File: src/rtl/pipe_skid_reg.sv
`default_nettype none
// ============================================================================
//  Module   : pipe_skid_reg
//  Purpose  : Elastic valid/ready pipeline stage register for the five-stage
//             MIPS core. It carries instr, pc, a DW-bit payload and the check
//             bit between two adjacent stages. Flush inserts a bubble, which
//             is instr 0, pc PC_RST, data 0 and check 0.
//  Options  : PIPE_SKID_EN -- when defined, a second (skid) entry is added and
//             in_ready comes from a flop, so there is no combinational path
//             from out_ready to in_ready. When undefined, the stage holds one
//             entry and in_ready is combinational.
//  Revision : 1.0 - initial release
// ============================================================================
module pipe_skid_reg #(
  parameter int          DW     = 96,
  parameter logic [31:0] PC_RST = 32'h00003000
) (
  input  logic          clk,
  input  logic          reset,
  input  logic          flush,
  input  logic          in_valid,
  output logic          in_ready,
  input  logic [31:0]   in_instr,
  input  logic [31:0]   in_pc,
  input  logic [DW-1:0] in_data,
  input  logic          in_check,
  output logic          out_valid,
  input  logic          out_ready,
  output logic [31:0]   out_instr,
  output logic [31:0]   out_pc,
  output logic [DW-1:0] out_data,
  output logic          out_check,
  output logic [1:0]    count
);

  // An entry is packed as {instr, pc, data, check}.
  localparam int          c_ew     = 32 + 32 + DW + 1;
  localparam logic [c_ew-1:0] c_bubble = {32'd0, PC_RST, {DW{1'b0}}, 1'b0};

  // Occupancy states. The encoding equals the entry count.
  localparam logic [1:0] c_empty = 2'd0;
  localparam logic [1:0] c_busy  = 2'd1;
  localparam logic [1:0] c_full  = 2'd2;

  logic [1:0]      state_q, state_d;
  logic [c_ew-1:0] main_q, main_d;
  logic [c_ew-1:0] w_in_entry;
  logic            w_accept;
  logic            w_retire;

  assign w_in_entry = {in_instr, in_pc, in_data, in_check};
  assign out_valid  = (state_q != c_empty);
  assign w_accept   = in_valid & in_ready;
  assign w_retire   = out_valid & out_ready;

  // The main entry always drives the outputs. It holds the bubble whenever
  // the stage is empty, so no output mux is needed.
  assign {out_instr, out_pc, out_data, out_check} = main_q;

  // Report how many entries the stage holds.
  always_comb begin
    count = 2'd0;
    case (state_q)
      c_busy:  count = 2'd1;
      c_full:  count = 2'd2;
      default: count = 2'd0;
    endcase
  end

`ifdef PIPE_SKID_EN
  logic [c_ew-1:0] skid_q, skid_d;
  logic            in_ready_q, in_ready_d;

  // in_ready comes from a flop, so downstream backpressure cannot ripple
  // combinationally to upstream.
  assign in_ready = in_ready_q;

  // Two-entry next-state logic. FULL never accepts. The skid entry is only
  // filled when downstream stalls while one entry is already held.
  always_comb begin
    state_d = state_q;
    main_d  = main_q;
    skid_d  = skid_q;
    if (flush) begin
      state_d = c_empty;
      main_d  = c_bubble;
      skid_d  = c_bubble;
    end else begin
      case (state_q)
        c_empty: begin
          if (w_accept) begin
            main_d  = w_in_entry;
            state_d = c_busy;
          end
        end
        c_busy: begin
          if (w_accept && w_retire) begin
            main_d = w_in_entry;
          end else if (w_accept) begin
            skid_d  = w_in_entry;
            state_d = c_full;
          end else if (w_retire) begin
            main_d  = c_bubble;
            state_d = c_empty;
          end
        end
        c_full: begin
          if (w_retire) begin
            main_d  = skid_q;
            skid_d  = c_bubble;
            state_d = c_busy;
          end
        end
        default: begin
          state_d = c_empty;
          main_d  = c_bubble;
          skid_d  = c_bubble;
        end
      endcase
    end
    in_ready_d = (state_d != c_full);
  end

  // State, entry and in_ready registers. Reset overrides everything.
  always_ff @(posedge clk) begin
    if (reset) begin
      state_q    <= c_empty;
      main_q     <= c_bubble;
      skid_q     <= c_bubble;
      in_ready_q <= 1'b1;
    end else begin
      state_q    <= state_d;
      main_q     <= main_d;
      skid_q     <= skid_d;
      in_ready_q <= in_ready_d;
    end
  end

`else
  // A single entry can take a new one whenever the current one leaves.
  assign in_ready = !out_valid | out_ready;

  // One-entry next-state logic. An accept in BUSY always coincides with a
  // retire because in_ready is low when a held entry is stalled.
  always_comb begin
    state_d = state_q;
    main_d  = main_q;
    if (flush) begin
      state_d = c_empty;
      main_d  = c_bubble;
    end else begin
      case (state_q)
        c_empty: begin
          if (w_accept) begin
            main_d  = w_in_entry;
            state_d = c_busy;
          end
        end
        c_busy: begin
          if (w_accept) begin
            main_d = w_in_entry;
          end else if (w_retire) begin
            main_d  = c_bubble;
            state_d = c_empty;
          end
        end
        default: begin
          state_d = c_empty;
          main_d  = c_bubble;
        end
      endcase
    end
  end

  // State and entry registers. Reset overrides everything.
  always_ff @(posedge clk) begin
    if (reset) begin
      state_q <= c_empty;
      main_q  <= c_bubble;
    end else begin
      state_q <= state_d;
      main_q  <= main_d;
    end
  end
`endif

endmodule
`default_nettype wire
File: config.mk
export PLATFORM = sky130hd
export DESIGN_NAME = pipe_skid_reg
export DESIGN_NICKNAME = d
export VERILOG_FILES = /design/src/rtl/pipe_skid_reg.sv
export SDC_FILE = /design/constraint.sdc
export NUM_CORES = 1
export LEC_CHECK = 0
export ABC_AREA = 1
export BUFFER_PORTS_ARGS = -buffer_cell sky130_fd_sc_hd__buf_2
export CAP_MARGIN = 20
export CORE_AREA = 2 2 127 129
export DETAILED_ROUTE_END_ITERATION = 10
export DIE_AREA = 0 0 129 131
export HOLD_SLACK_MARGIN = 0.12
export PLACE_DENSITY = 0.78
export SYNTH_ARGS = -nofsm -noshare
export SYNTH_HDL_FRONTEND = slang
export SYNTH_SLANG_ARGS = --single-unit
File: constraint.sdc
create_clock -name clk -period 3.5 [get_ports clk]
set_input_delay 0.175 -clock clk [delete_from_list [all_inputs] [get_ports clk]]
set_output_delay 0.175 -clock clk [all_outputs]
set_load 0.05 [all_outputs]
# ---- After elaboration in Yosys (flattened, before gate mapping)
# Cells that the tools add are included.
dict set report totals {
  reg_bits 163
  latch_bits 0
  ramBits 0
  mem_bits_ro 0
  inputBits 166
  out_inout_bits 165
  mem_count 0
}
dict set report op_classes {
  add_sub_neg 0
  multipliers 0
  n_div 0
  magnitude_cmp 0
  eq_ne 6
  n_shift 0
  mux 9
  bitwise 3
  n_reduce_logical 6
}
# op count
set ops {}
lappend ops {{$mux 161} 3}
lappend ops {{$pmux 161 s2} 1}
lappend ops {{$pmux 2 s2} 2}
lappend ops {{$mux 2} 3}
lappend ops {{$ne 2x2->1 const B} 3}
lappend ops {{$ne 3x3->1 const B} 1}
lappend ops {{$reduce_and 3->1} 1}
lappend ops {{$and 1x1->1} 2}
lappend ops {{$eq 2x1->1 const B} 1}
lappend ops {{$eq 2x2->1 const B} 1}
lappend ops {{$logic_not 2->1} 1}
lappend ops {{$reduce_and 2->1} 1}
lappend ops {{$reduce_bool 2->1} 1}
lappend ops {{$reduce_or 2->1} 1}
lappend ops {{$logic_not 1->1} 1}
lappend ops {{$or 1x1->1} 1}

# ---- Longest topological paths before layout
# Gate-level depths: netlist of the first run.
dict set report depth {
  ltp_word 6
  mapped_depth 6
  depth_no_buf 5
}

# ---- Least setup slack after synthesis of the first run
# No wires, ideal clock.
dict set report synth_path {
  path_kind {reg-to-reg}
  start {register state_q[0]}
  end {register main_q[109]}
  t_arrival_ps 1403
  required_ps 3373
  slack_ps 1970
  path_stages_with_launch 6
  period_less_slack_ps 1530
  cell_sequence {dfxtp_1 > nand2_2 > buf_2 > buf_2 > nand3_1 > nand3_1}
}
dict set report synth_via {
  elab_chain_cells 6
  word_cells_on_any_way 12
}
# element line
set synth_rtl {}
lappend synth_rtl {{from (decl)} 45} ;# logic [1:0] state_q, state_d;
lappend synth_rtl {{from (signal assigned)} 178} ;# state_q <= c_empty;
lappend synth_rtl {{from (signal assigned)} 181} ;# state_q <= state_d;
lappend synth_rtl {{$reduce_bool 2->1} 52} ;# assign out_valid = (state_q != c_empty);
lappend synth_rtl {{$logic_not 1->1} 141} ;# assign in_ready = !out_valid | out_ready;
lappend synth_rtl {{$or 1x1->1} 141}
lappend synth_rtl {{$and 1x1->1} 53} ;# assign w_accept = in_valid & in_ready;
lappend synth_rtl {{$mux 161, or another cell as far along} 160} ;# if (w_accept) begin
lappend synth_rtl {{$pmux 161 s2 or $reduce_and 2->1 (tied branches)} -}
lappend synth_rtl {{to (signal assigned)} 179} ;# main_q <= c_bubble;
lappend synth_rtl {{to (signal assigned)} 182} ;# main_q <= main_d;
lappend synth_rtl {{to (decl)} 46} ;# logic [c_ew-1:0] main_q, main_d;
# Several ways; a longest one is shown, not always the timed one.
# A chain may end at the register's enable or synchronous reset.

# ---- Final worst setup path of the first run
dict set report layout_path {
  start {register state_q[0]}
  end {register main_q[110]}
}
# The elaborated chain is that of the path after synthesis.

==> results.toml, run 1 <==
[routing]
wl_met3_um = 2189
drtPass1Iterations = 5
dr.max_layer_used = "met5"
wl_met1_um = 9020
dr_total_vias = 7690
drc = 0
drtIter0Drc = 528
ant_nets = 0
met2RoutedLength_um = 11740
wire_per_inst_um = 17.17
routed_wirelength_um = 24080
vias_per_cell = 5.481

[yosys]
synth_cell_types = 15
yosysSeqAreaShare_pct = 53.04
yosysMostFrequentCell = "nand3_1"
syn-cell-area_um2 = 6115
synth_nets = 910
synth_top_area_cell = "dfxtp_1"
synth-main-ff-cell = "dfxtp_1"
synthArstFlopShare_pct = 0
synth_common_cells = "nand3_1, dfxtp_1, a21oi_1, buf_2, clkbuf_1"
yosys-top-cells-area = "dfxtp_1, nand3_1, a21oi_1, buf_2, clkbuf_1"
synth_seq_cells = 162
netlist_instances = 744
yosys_warnings = 0
avgSynthCellArea_um2 = 8.219
synth_edf_count = 0
synth_top_area_share_pct = 53.04

[power_and_ir_drop]
power.leakage_nw = 4.490
p_int_mw = 3.301
seqPwrFrac_pct = 41.6
vdd_drop_max_mv = 0.4138
p_sw_share_pct = 29.00
power.switching_mw = 1.349
pwr-share-clk_pct = 41.3
powerDensity_nw_per_um2 = 465.4
comb_power_share_pct = 17.1

[critical_path]
arrival_ps = 2490
cp_max_fo = 162
worstSetupPathType = "flip-flop to flip-flop"
startpoint_type = "flip-flop"
worstPathRequired_ps = 3810
critPathCaptureType = "flip-flop"

[run_status]
outcome = "complete, no violations"

[die]
std_cell_rows = 46
ios = 331
start_util_pct = 39.20
core_area_um2 = 15600
die_h_um = 131
die_w_um = 129
dieArea_um2 = 16900

[place]
dp_hpwl_um = 12800
gp_congestion = 0.7578
numPortBuffers = 329

[finish]
n_antenna_cell = 0
syn_to_final_growth_pct = 63.39
n_fill_cell = 1210
finalCoreUtilization_pct = 64.05
nets = 1340
drive_above_1_share_pct = 31.42

[clock_network]
htreeDepth = 4
insertion_delay_ps = 420
clockBufferDepth = 2
cts_setup_buffers = 0
cts_root_buffer = "clkbuf_16"
numCtsBuffers = 17
clock-sinks = 162
clkSlewWorstSetupHoldPaths_ps = 70
cts_tree = "yes"

[timing]
rsz0062_at_grt = "false"
fin_tns_setup_ps = 0
min_period_ps = 2188
maxSlewHeadroom_pct = 40.43
worst_pin_slew_ps = 893.6
drv_slew = 0
finalHoldViolations = 0
setup-violations-final = 0
skew_ps = 9.339
fmax_ghz = 0.4570
period_share_pct = 62.51

[global_route]
grt_pass1_vias = 7062
antenna_found_initial = 1
grt_max_degree = 163
grt_usage_pct = 26.47
grt_first_pass_wirelength_um = 35690
overflow = 0

[run]
maxCapViolCount = 0

[hold_path]
hold_class = "input port to flip-flop"
-- power by group through the flow --
stage               Sequential, mW  Combinational, mW  Clock, mW
finish                        1.94              0.793       1.92
global route                  1.94              0.840       2.04
CTS                           1.93              0.774       1.96
detailed placement            1.97              0.632          0
global placement              1.97              0.627          0
floorplan                     2.18              0.221          0
-- area by class of cell --
| cell class | count | area [µm²] | share of cell area, % |
|---|---|---|---|
| Sequential cell | 162 | 3243 | 32.46 |
| Clock buffer | 18 | 439.2 | 4.396 |
| Clock inverter | 14 | 170.2 | 1.703 |
| Multi-Input combinational cell | 490 | 2467 | 24.70 |
| Inverter | 4 | 17.52 | 0.1753 |
| Tap cell | 216 | 270.3 | 2.705 |
| Timing Repair Buffer | 499 | 3383 | 33.86 |
-- kinds of logic after synthesis --
| logic type | share of synthesized area, % |
|---|---|
| AO/OA/AOI/OAI | 13.26 |
| buffers and inverters | 6.773 |
| flip-flops | 53.04 |
| other | 0.06133 |
| AND/OR/NAND/NOR | 26.87 |
-- per-layer routing --
metal | vias to the layer above | global-route usage (%)
met4 | 2 | 13.94
met5 | - | 0
met2 | 466 | 44.38
met3 | 91 | 8.347
li1 | 3516 | -
met1 | 3615 | 30.43
-- per-stage QoR --
stage / total power [mW] / setup WS (ps) / cell area (µm²) / cells / hold WS, ps
2_1_floorplan: 2.403 / 1970 / 6115 / 744 / 317.1
4_1_cts: 4.665 / 1320 / 9991 / 1403 / 379.3
5_1_grt: 4.825 / 1158 / 9991 / 1403 / 427.4
3_3_place_gp: 2.601 / 1526 / 7750 / 1208 / 414.1
3_5_place_dp: 2.606 / 1465 / 7750 / 1208 / 413.0
6_report: 4.650 / 1312 / 9991 / 1403 / 395.9
-- state kept, by name, summed over array words and instances, names as in the netlist --
| name | count |
|---|---|
| main_q | 161 |
| state_q | 1 |
-- critical path, stage by stage, from the launching register on --
cell	delay (ps)
dfxtp_1	470
inv_2	70
nand2_4	70
buf_12	470
nand2_1	140
o21ai_0	110
nand3_1	90
dlygate4sd3_1	560
-- worst paths after layout --
| kind | startpoint | end | slack [ps] | depth (start not counted) |
|---|---|---|---|---|
| max | state_q[0] | main_q[110] | 1310 | 7 |
| min | in_valid | main_q[15] | 400 | 3 |
| max reg2reg | state_q[0] | main_q[110] | 1310 | 7 |
| min reg2reg | main_q[148] | main_q[148] | 480 | 2 |
-- layout by cell type (no fill, tap or decap), types with 2 or more instances in the layout --
| cell | Yosys | routed |
|---|---|---|
| dfxtp_1 | 162 | 162 |
| inv_8 | 0 | 4 |
| inv_1 | 2 | 2 |
| a21oi_1 | 160 | 160 |
| nand2_4 | 1 | 3 |
| buf_12 | 0 | 4 |
| clkinv_4 | 0 | 4 |
| buf_4 | 5 | 4 |
| inv_6 | 0 | 2 |
| nand3_1 | 322 | 322 |
| bufinv_16 | 0 | 2 |
| dlygate4sd3_1 | 0 | 163 |
| o21ai_0 | 2 | 2 |
| buf_2 | 40 | 328 |
| clkbuf_16 | 0 | 17 |
-- repair_timing --
action                    4_1_cts  5_1_grt
hold buffers                  163        0
gates resized for setup         0        0
hold endpoints to repair      161        0
Note: power is estimated with default switching activity, not from simulation.
==> inputs of run 2 (changes only) <==
==> config.mk (replaced) <==
export PLATFORM = sky130hd
export DESIGN_NAME = pipe_skid_reg
export DESIGN_NICKNAME = d
export VERILOG_FILES = /design/src/rtl/pipe_skid_reg.sv
export SDC_FILE = /design/constraint.sdc
export NUM_CORES = 1
export LEC_CHECK = 0
export ABC_AREA = 0
export BUFFER_PORTS_ARGS = -buffer_cell sky130_fd_sc_hd__buf_2
export CAP_MARGIN = 20
export CORE_AREA = 2 2 130 132
export DETAILED_ROUTE_END_ITERATION = 10
export DIE_AREA = 0 0 132 134
export HOLD_SLACK_MARGIN = 0.12
export PLACE_DENSITY = 0.71
export SYNTH_ARGS = -nofsm -noshare
export SYNTH_HDL_FRONTEND = slang
export SYNTH_SLANG_ARGS = --single-unit
==> constraint.sdc (replaced) <==
create_clock -name clk -period 1.8 [get_ports clk]
set_input_delay 0.09 -clock clk [delete_from_list [all_inputs] [get_ports clk]]
set_output_delay 0.09 -clock clk [all_outputs]
set_load 0.05 [all_outputs]
==> results.toml, run 2 <==
[run_status]
outcome = "complete, no violations"

[die]
std_cell_rows = 47
ios = 331
core_area_um2 = 16290
die_w_um = 132
start_util_pct = 31.12
dieArea_um2 = 17690
die_h_um = 134

[routing]
drtPass1Iterations = 4
ant_nets = 0
drtIter0Drc = 206
dr_total_vias = 5039
vias_per_cell = 4.636
wire_per_inst_um = 15.73
routed_wirelength_um = 17100
drc = 0

[yosys]
synth_top_area_cell = "dfxtp_1"
synth_top_area_share_pct = 63.98
yosysSeqAreaShare_pct = 63.98
yosys_warnings = 0
syn-cell-area_um2 = 5069
synth_nets = 537
synth_edf_count = 0
synth_common_cells = "dfxtp_1, a22o_1, buf_6, buf_2, buf_4"
synthArstFlopShare_pct = 0
synth-main-ff-cell = "dfxtp_1"
synth_seq_cells = 162
netlist_instances = 371
yosys-top-cells-area = "dfxtp_1, a22o_1, buf_6, buf_2, buf_4"
synth_cell_types = 16
yosysMostFrequentCell = "dfxtp_1"
avgSynthCellArea_um2 = 13.66

[finish]
fin_cells = 1087
regMostFlops = "main_q"
finalCoreUtilization_pct = 55.19
nets = 1019
final_common_cell = "buf_2"
syn_to_final_growth_pct = 77.36
largest_reg_flops = 161
n_fill_cell = 1296
layout_common_cells = "buf_2, dlygate4sd3_1, dfxtp_1"
drive_above_1_share_pct = 42.96
reg_top3 = "main_q (161), state_q (1)"
seq_area_um2 = 3244
multiInputGateArea_um2 = 1473

[global_route]
grt_first_pass_wirelength_um = 26770
grt_usage_pct = 18.89
antenna_found_initial = 0
grt_max_degree = 82
grt_pass1_vias = 5126
overflow = 0

[timing]
rsz0062_at_grt = "false"
finalHoldViolations = 0
period_share_pct = 92.15
min_period_ps = 1659
setup-violations-final = 0
fin_tns_setup_ps = 0
skew_ps = 10.34
drv_slew = 0
fmax_ghz = 0.6029

[power_and_ir_drop]
power.leakage_nw = 4.441
vdd_drop_max_mv = 0.6284
powerDensity_nw_per_um2 = 958.3
power_mw = 8.615

[clock_network]
cts_root_buffer = "clkbuf_16"
cts_setup_buffers = 0
clockBufferDepth = 2
numCtsBuffers = 17
clkSlewWorstSetupHoldPaths_ps = 70
htreeDepth = 4
clock-sinks = 162
cts_tree = "yes"
insertion_delay_ps = 410

[critical_path]
worstSetupPathType = "flip-flop to flip-flop"
r2r_slack_ps = 140
worstPathRequired_ps = 2100
critPathCaptureType = "flip-flop"
cp_max_fo = 4
arrival_ps = 1960
startpoint_type = "flip-flop"

[place]
numPortBuffers = 329
gp_congestion = 0.7397
placedCellCount = 889
dp_hpwl_um = 10000

[hold_path]
hold_class = "input port to flip-flop"

[run]
maxCapViolCount = 0
## run 2: report_power, final
part / leakage, nW / internal (mW) / switching (mW) / total [mW]
Sequential: 1.32 / 3.71 / 0.0655 / 3.77
Combinational: 2.84 / 0.539 / 0.732 / 1.27
Clock: 0.285 / 2.03 / 1.54 / 3.57
Total: 4.44 / 6.27 / 2.34 / 8.62
## run 2: worst max-delay path, stage by stage (launching register included)
cell and delay [ps]:
dfxtp_2 360, mux2i_1 280, nand2_1 140, o22a_1 220
dlygate4sd3_1 550
## run 2: timing repair
action | CTS | global route
endpoints found under the hold margin | 162 | 0
hold buffers | 165 | 0
gates resized for setup | 0 | 0
## run 2: final cells by class
type | instances | share of cell area (%)
multi-input cells | 170 | 16.38
clock inverters | 13 | 1.531
inverters | 1 | 0.04175
well taps | 220 | 3.062
diodes | 1 | 0.02784
flip-flops and latches | 162 | 36.09
clock buffers | 19 | 5.038
repair buffers | 501 | 37.83
## run 2: through the flow
step,hold WS [ps],instance area (µm²),worst slack [ps]
5_1_grt,369.1,8987,122.8
3_3_place_gp,298.4,6745,379.9
6_report,362.8,8990,141.3
3_5_place_dp,301.7,6745,283.3
4_1_cts,322.9,8987,199.4
2_1_floorplan,209.1,5072,77.06
## run 2: final timing paths
path / start / end / cells after the start
hold reg to reg: main_q[148] / main_q[148] / 1
setup / recovery: state_q[0] / main_q[109] / 4
setup reg to reg: state_q[0] / main_q[109] / 4
hold / removal: out_ready / main_q[151] / 4
## run 2: kinds of logic (layout without fill, tap and decap cells)
| family | count (synthesis) | after routing | share of synthesized area [%] |
|---|---|---|---|
| multiplexers | 1 | 1 | 0.1975 |
| AO/OA/AOI/OAI | 162 | 162 | 27.97 |
| AND/OR/NAND/NOR | 6 | 6 | 0.6171 |
| buffers and inverters | 39 | 534 | 7.159 |
| other | 1 | 2 | 0.07398 |
| flip-flops | 162 | 162 | 63.98 |
## run 2: layer usage
metal  track usage, %  share of wire [%]  vias up
met1            21.83                 40     2356
met2            32.23                 49      255
met3            5.631                8.0       35
li1                 -                  -     2393
met5                0                  0        -
met4            8.816                3.0        0
==> inputs of run 3 (changes only) <==
--- a/config.mk
+++ b/config.mk
@@ -8,11 +8,11 @@
 export ABC_AREA = 0
 export BUFFER_PORTS_ARGS = -buffer_cell sky130_fd_sc_hd__buf_2
 export CAP_MARGIN = 20
-export CORE_AREA = 2 2 130 132
+export CORE_AREA = 2 2 129 131
 export DETAILED_ROUTE_END_ITERATION = 10
-export DIE_AREA = 0 0 132 134
+export DIE_AREA = 0 0 131 133
 export HOLD_SLACK_MARGIN = 0.12
-export PLACE_DENSITY = 0.71
+export PLACE_DENSITY = 0.69
 export SYNTH_ARGS = -nofsm -noshare
 export SYNTH_HDL_FRONTEND = slang
 export SYNTH_SLANG_ARGS = --single-unit
==> constraint.sdc (replaced) <==
create_clock -name clk -period 2 [get_ports clk]
set_input_delay 0.1 -clock clk [delete_from_list [all_inputs] [get_ports clk]]
set_output_delay 0.1 -clock clk [all_outputs]
set_load 0.05 [all_outputs]
==> results.toml, run 3 (synthesis gave the netlist of run 2 again) <==
[finish]
seq_area_um2 = 3243
reg_top3 = "main_q (161), state_q (1)"
drive_above_1_share_pct = 42.66
nets = 1019
n_fill_cell = 1280
final_area_um2 = 8991
regMostFlops = "main_q"
final_common_cell = "buf_2"
n_antenna_cell = 0
multiInputGateArea_um2 = 1473
largest_reg_flops = 161
layout_common_cells = "buf_2, dlygate4sd3_1, dfxtp_1"
syn_to_final_growth_pct = 77.39

[clock_network]
insertion_delay_ps = 410
cts_root_buffer = "clkbuf_16"
numCtsBuffers = 17
cts_setup_buffers = 0
clock-sinks = 162
clockBufferDepth = 2
clkSlewWorstSetupHoldPaths_ps = 60
cts_tree = "yes"
htreeDepth = 4

[timing]
rsz0062_at_grt = "false"
postLayoutSetupSlackWorst_ps = 247.9
finalHoldViolations = 0
min_period_ps = 1752
fin_tns_setup_ps = 0
period_share_pct = 87.60
setup-violations-final = 0
fmax_ghz = 0.5707
skew_ps = 7.190
drv_slew = 0

[global_route]
grt_first_pass_wirelength_um = 24900
antenna_found_initial = 0
grt_max_degree = 87
grt_usage_pct = 18.04
grt_pass1_vias = 5023
overflow = 0

[routing]
met2RoutedLength_um = 8084
drc = 0
wire_per_inst_um = 15.33
ant_nets = 0
routed_wirelength_um = 16630
dr.max_layer_used = "met4"
vias_per_cell = 4.629
dr_total_vias = 5023
drtIter0Drc = 273
wl_met3_um = 1238
drtPass1Iterations = 4
wl_met1_um = 6886

[power_and_ir_drop]
powerDensity_nw_per_um2 = 864.9
vdd_drop_max_mv = 0.5828
power.leakage_nw = 4.434

[critical_path]
arrival_ps = 2040
worstSetupPathType = "flip-flop to flip-flop"
critPathLaunch = "state_q[0]"
critPathCaptureType = "flip-flop"
timing.rr.start = "state_q[0]"
crit_buf_inv = 1
max_stage_delay_ps = 570
cp_max_fo = 4
crit_family = "buffers and inverters"
startpoint_type = "flip-flop"
cp_cell_sequence = "mux2i_1 > nand2_1 > o22a_1 > dlygate4sd3_1"
crit_slowest_cell = "dlygate4sd3_1"
worstPathRequired_ps = 2290

[die]
die_h_um = 133
ios = 331
start_util_pct = 31.34
core_area_um2 = 16170
std_cell_rows = 47
die_w_um = 131
dieArea_um2 = 17420

[hold_path]
holdCritStartpoint = "flush"
hold_class = "input port to flip-flop"

[place]
numPortBuffers = 329
placed_area_um2 = 6744
place_ws_ps = 485.4
dp_hpwl_um = 9645
gp_congestion = 0.7333

[run_status]
outcome = "complete, no violations"

[run]
maxCapViolCount = 0
==> run 3: layout make-up <==
| cell class | instances | share of cell area (%) |
|---|---|---|
| clock inverters | 10 | 1.392 |
| inverters | 1 | 0.04175 |
| multi-input cells | 170 | 16.38 |
| well taps | 220 | 3.062 |
| repair buffers | 501 | 37.82 |
| clock buffers | 21 | 5.232 |
| flip-flops and latches | 162 | 36.07 |
==> run 3: tightest hold or removal path, cell delays in order <==
cell,delay [ps]
buf_2,90
nor2_1,80
and2_4,250
a22o_1,240
==> run 3: final timing paths <==
| path | slack, ps | depth (start not counted) | end |
|---|---|---|---|
| worst max-delay path | 250 | 4 | main_q[110] |
| worst min-delay path | 410 | 4 | main_q[15] |
| worst max register to register | 250 | 4 | main_q[110] |
| worst min register to register | 470 | 1 | main_q[118] |
==> run 3: metal layers <==
metal,GRT usage [%],vias up
li1,-,2389
met1,20.11,2348
met2,31.75,250
met3,5.055,36
met4,7.683,0
met5,0,-
==> run 3: metrics by stage <==
stage	total power, mW	instances	utilization, %	hold WS [ps]
floorplan	4.049	371	-	219.1
finish	7.777	1085	55.60	414.0
global route	8.069	1085	55.60	413.2
CTS	7.844	1085	55.60	337.6
global placement	4.324	889	41.70	303.8
detailed placement	4.331	889	41.70	311.3
==> run 3: report_power, final <==
group,switching (mW),internal [mW]
clock network,1.29,1.95
logic,0.657,0.485
registers,0.0582,3.34
total,2.01,5.77
==> run 3: what timing repair did <==
item	in CTS	in global routing
endpoints found under the hold margin	162	0
hold buffers	165	0
gates resized for setup	0	0
